<file path="src/rtl/lbist_pkg.sv">
// lbist_pkg: shared types and constants for the LBIST loop.
//   state_e        : output response analyzer session state.
//   POLY4/8/16     : default feedback tap masks, also used by the pattern
//                    generator so both ends agree on the polynomial.
package lbist_pkg;

  typedef enum logic [1:0] {
    IDLE = 2'd0,
    RUN  = 2'd1,
    DONE = 2'd2
  } state_e;

  localparam logic [3:0]  POLY4  = 4'b1001;
  localparam logic [7:0]  POLY8  = 8'b1011_1000;
  localparam logic [15:0] POLY16 = 16'b1101_0000_0000_1000;

endpackage

</file>
<file path="src/rtl/misr_core.sv">
// misr_core: multiple-input signature register.
//   clk, rst     : clock, synchronous active-high reset (loads SEED)
//   load         : reload SEED on this edge (session start)
//   en           : compact din on this edge
//   din          : response word
//   sig          : current register contents
//   sig_next     : value the register takes if load is low this edge
module misr_core #(
  parameter int              BITS = 4,
  parameter logic [BITS-1:0] POLY = 4'b1001,
  parameter logic [BITS-1:0] SEED = '0
) (
  input  logic            clk,
  input  logic            rst,
  input  logic            load,
  input  logic            en,
  input  logic [BITS-1:0] din,
  output logic [BITS-1:0] sig,
  output logic [BITS-1:0] sig_next
);

  logic [BITS-1:0] sig_q;
  logic            fb;

  assign fb       = ^(POLY & sig_q);
  assign sig_next = en ? ({fb, sig_q[BITS-1:1]} ^ din) : sig_q;
  assign sig      = sig_q;

  always_ff @(posedge clk) begin
    if (rst || load) sig_q <= SEED;
    else             sig_q <= sig_next;
  end

endmodule

</file>
<file path="src/rtl/lbist_ora.sv">
// lbist_ora: LBIST output response analyzer.
// Compacts CUT responses into a MISR during a session started by start_i
// and compares the final signature with golden on the end_in pulse.
//   clk, rst        : clock, synchronous active-high reset
//   start           : begin a session (taken in IDLE or DONE)
//   resp/resp_valid : CUT response word and its qualifier
//   end_in          : last-pattern pulse; golden sampled on this cycle
//   signature       : MISR contents
//   busy/done/pass  : session status, pass valid while done
//   pat_count       : saturating count of compacted words
//   cnt_ovf         : sticky, set by an increment attempted at all-ones
module lbist_ora
  import lbist_pkg::*;
#(
  parameter int              BITS  = 4,
  parameter logic [BITS-1:0] POLY  = POLY4,
  parameter logic [BITS-1:0] SEED  = '0,
  parameter int              CNT_W = 16
) (
  input  logic             clk,
  input  logic             rst,
  input  logic             start,
  input  logic [BITS-1:0]  resp,
  input  logic             resp_valid,
  input  logic             end_in,
  input  logic [BITS-1:0]  golden,
  output logic [BITS-1:0]  signature,
  output logic             busy,
  output logic             done,
  output logic             pass,
  output logic [CNT_W-1:0] pat_count,
  output logic             cnt_ovf
);

  state_e           state_q;
  logic             busy_q, done_q, pass_q, ovf_q;
  logic [CNT_W-1:0] cnt_q;
  logic [BITS-1:0]  sig_next;
  logic             take_start, compact;

  // start is only honoured outside RUN; it wins over end_in in IDLE/DONE
  // simply because end_in has no effect there.
  assign take_start = start && (state_q != RUN);
  assign compact    = resp_valid && (state_q == RUN);

  misr_core #(.BITS(BITS), .POLY(POLY), .SEED(SEED)) u_misr (
    .clk      (clk),
    .rst      (rst),
    .load     (take_start),
    .en       (compact),
    .din      (resp),
    .sig      (signature),
    .sig_next (sig_next)
  );

  always_ff @(posedge clk) begin
    if (rst) begin
      state_q <= IDLE;
      busy_q  <= 1'b0;
      done_q  <= 1'b0;
      pass_q  <= 1'b0;
      cnt_q   <= '0;
      ovf_q   <= 1'b0;
    end else begin
      case (state_q)
        RUN: begin
          if (compact) begin
            if (&cnt_q) ovf_q <= 1'b1;
            else        cnt_q <= cnt_q + CNT_W'(1);
          end
          if (end_in) begin
            // sig_next already folds in this cycle's word (or holds).
            pass_q  <= (sig_next == golden);
            state_q <= DONE;
            busy_q  <= 1'b0;
            done_q  <= 1'b1;
          end
        end
        default: begin // IDLE, DONE
          if (take_start) begin
            state_q <= RUN;
            busy_q  <= 1'b1;
            done_q  <= 1'b0;
            pass_q  <= 1'b0;
            cnt_q   <= '0;
            ovf_q   <= 1'b0;
          end
        end
      endcase
    end
  end

  assign busy      = busy_q;
  assign done      = done_q;
  assign pass      = pass_q;
  assign pat_count = cnt_q;
  assign cnt_ovf   = ovf_q;

endmodule

</file>
<file path="config.mk">
export PLATFORM = sky130hd
export DESIGN_NAME = lbist_ora
export DESIGN_NICKNAME = d
export VERILOG_FILES = /design/src/rtl/lbist_pkg.sv /design/src/rtl/misr_core.sv /design/src/rtl/lbist_ora.sv
export SDC_FILE = /design/constraint.sdc
export NUM_CORES = 1
export LEC_CHECK = 0
export ABC_CLOCK_PERIOD_IN_PS = 1520
export CAP_MARGIN = 20
export CORE_MARGIN = 5
export CORE_UTILIZATION = 23
export DETAILED_ROUTE_END_ITERATION = 10
export PLACE_DENSITY = 0.5
export SYNTH_ARGS = -nofsm -noshare
export SYNTH_HDL_FRONTEND = slang
export SYNTH_SLANG_ARGS = --single-unit
</file>
<file path="constraint.sdc">
create_clock -name clk -period 1.52 [get_ports clk]
set_input_delay 0.304 -clock clk [delete_from_list [all_inputs] [get_ports clk]]
set_output_delay 0.304 -clock clk [all_outputs]
set_load 0.005 [all_outputs]
</file>
==> out/metrics.cfg <==
[timing]
final.setup.worst_slack_ns = 0.008379
fin_crit_sh_pct = 99.45
setup_viol = 0
worst_slew_pin_slew_ns = 0.3745
period_minus_slack_ns = 1.512
hold_viol = 0
slew_headroom_pct = 75.03
fmax_mhz = 661.5
maxSlewViolCount = 0
grt_setup_unrepaired = yes
fin_skew_ns = 0.008801
worst_hold_slack_ns = 0.4854

[power_and_ir_drop]
ir_drop_mv = 0.2845
power_mw = 1.253
p_leak_nw = 0.9755
powerDensity_nw_per_um2 = 530.6

[die]
initial_utilization_pct = 23.48
io-pin-count = 37
design.core.area_sq_um = 5851
die-height_um = 87.29
die_x_um = 87.29
std_cell_rows = 28
dieArea_sq_um = 7619

[global_routing]
gr-total-overflow = 0
grt_usage_pct = 11.23
grt_pass1_wl_um = 6886
antenna_found_initial = 0
grt_pass1_vias = 1514
grt_max_degree = 14

[critical_path]
reg2reg_from = done
cpLargestDelayFamily = simple AND/OR/NAND/NOR gates
cp_slowest_cell = or4_4
critical_path_buf_inv_count = 0
startpoint = done
critPathLaunchType = flip-flop
endpoint_kind = flip-flop
slowest_delay_ns = 0.54
cp.required_ns = 1.72
crit_type = reg2reg
path_cells = and3b_2 -> nand4_4 -> or4_4 -> a21oi_2
crit_arrival_ns = 1.71
crit_fanout = 8

[place]
gp_congestion = 0.7904
hpwl_um = 3286
dp_slack_ns = -0.5017
placed_cells = 303
port_buffers = 36

[routing]
ant_nets = 0
drt-vias-per-instance = 4.806
dr_total_vias = 1509
wire_per_inst_um = 13.43
drc = 0
wl_um = 4218
dr.pass1.iters = 4
drt_iter0_drc = 51

[cts]
cts.hold.buffers_added = 0
cts.sinks = 24
cts-htree-levels = 1
cts_root_buf = clkbuf_8
cts_buffers = 3
clock_latency_ns = 0.27
clk_path_buf_depth = 2
cts_tree = done
cts.clk_slew.worst_paths_ns = 0.09

[synthesis]
synth.avg_cell_area_sq_um = 9.098
async_flop_share_pct = 0
yosys.area.top_type_share_pct = 34.97
yosysMostFrequentCell = dfxtp_1
synth_fp_nets = 165
synth_enable_flop_cells = 0
post-synth-top-area-cell = dfxtp_1
synth_cell_types = 44
seq_area_frac_synth_pct = 34.97
yosys_register_bits = 24
ys_warn_count = 0
syn_area_sq_um = 1374
ys.flop_type = dfxtp_1
synthCells = 151
synth.top_cells.by_area = dfxtp_1 35%, a21oi_1 5.1%, xnor2_1 4.5%, nand4_1 3.2%, or3_1 3.2%
synth_common_cells = 24 x dfxtp_1, 14 x a21oi_1, 9 x nand2_1

[layout]
final_cells = 314
area_growth_pct = 71.95
fin_nets = 254
drive_gt1_share_pct = 41.84
antenna_cells = 0
fillCellCount = 597

[run]
drv_cap = 0

[min_path]
hp-start = pass
min_path_type = reg2reg

[status]
status = finished, final reports clean

==> through the flow <==
step / util (%) / TNS [ns] / instance area (sq um)
6_report: 40.38 / 0 / 2362
5_1_grt: 40.38 / -0.5826 / 2362
4_1_cts: 38.39 / 0 / 2246
3_5_place_dp: 36.98 / -7.424 / 2163
3_3_place_gp: 36.98 / -6.818 / 2163
2_1_floorplan: - / -0.3044 / 1406
==> registers in the layout, summed over array words and instances (netlist names) <==
name and flops:
u_misr.sig 4, done 1, state_q 1, cnt_ovf 1, pat_count 16, pass 1
==> layer usage <==
| layer | global-route usage [%] | vias up | share of wire [%] |
|---|---|---|---|
| met5 | 0 | - | 0 |
| met4 | 2.929 | 0 | 1.1 |
| met3 | 2.554 | 6 | 5.5 |
| met2 | 19.86 | 41 | 50 |
| met1 | 13.58 | 695 | 43 |
| li1 | - | 767 | - |
==> cell families (layout without fill, tap and decap cells) <==
| group | after synthesis | in the layout | synth area share (%) |
|---|---|---|---|
| AND/OR/NAND/NOR | 60 | 60 | 28.69 |
| multiplexers | 2 | 2 | 1.457 |
| XOR/XNOR | 10 | 10 | 7.468 |
| buffers and inverters | 10 | 98 | 4.006 |
| flip-flops | 24 | 24 | 34.97 |
| adder cells (fa/ha/maj) | 1 | 1 | 0.9106 |
| AO/OA/AOI/OAI | 44 | 44 | 22.50 |
==> timing repair <==
action / CTS / global route
pin swaps: 7 / 12
cloned: 0 / 1
gates resized for setup: 34 / 25
endpoints found under the hold margin: 0 / 0
setup buffers: 4 / 3
endpoints found under the setup margin: 36 / 17
==> power by group <==
group	total (mW)	internal (mW)	switching, mW
sequential	0.646	0.636	0.00958
clock	0.393	0.187	0.206
combinational	0.214	0.121	0.0930
total	1.25	0.945	0.309
==> layout by cell type (no fill, tap or decap), drive strengths merged, types with 2 or more instances in the layout <==
cell type      count
dlygate4sd2       16
o2111ai            3
o21ai              6
nand2              9
a2bb2oi            2
nand4             10
or4                4
dlymetal6s2s       3
dfxtp             24
nand3b             2
clkdlybuf4s50     17
a211oi             3
nor4               3
a2111o             2
nor2               8
o31ai              4
o41ai              3
o311ai             2
xor2               2
xnor2              7
nand3              6
nand2b             3
a21oi             14
or3                7
mux2i              2
buf               54
nor3               3
inv                4
clkbuf             4
==> area by class of cell <==
| type | count | area [sq um] | area share [%] |
|---|---|---|---|
| Clock buffer | 4 | 45.04 | 1.907 |
| Inverter | 4 | 15.01 | 0.6356 |
| Multi-Input combinational cell | 117 | 924.6 | 39.14 |
| Sequential cell | 24 | 511.7 | 21.66 |
| Tap cell | 75 | 93.84 | 3.972 |
| Timing Repair Buffer | 90 | 772.0 | 32.68 |
==> worst reg2reg max path: stages, from the launching register on <==
cell	delay [ns]
dfxtp_2	0.34
and3b_2	0.30
nand4_4	0.14
or4_4	0.54
a21oi_2	0.12
==> worst paths after layout <==
check / end / depth (start not counted) / slack [ns]
setup / recovery: pat_count[11] / 4 / 0.008
hold / removal: pass / 2 / 0.49
setup reg to reg: pat_count[11] / 4 / 0.008
hold reg to reg: pass / 2 / 0.49
(Power assumes the default switching activity.)
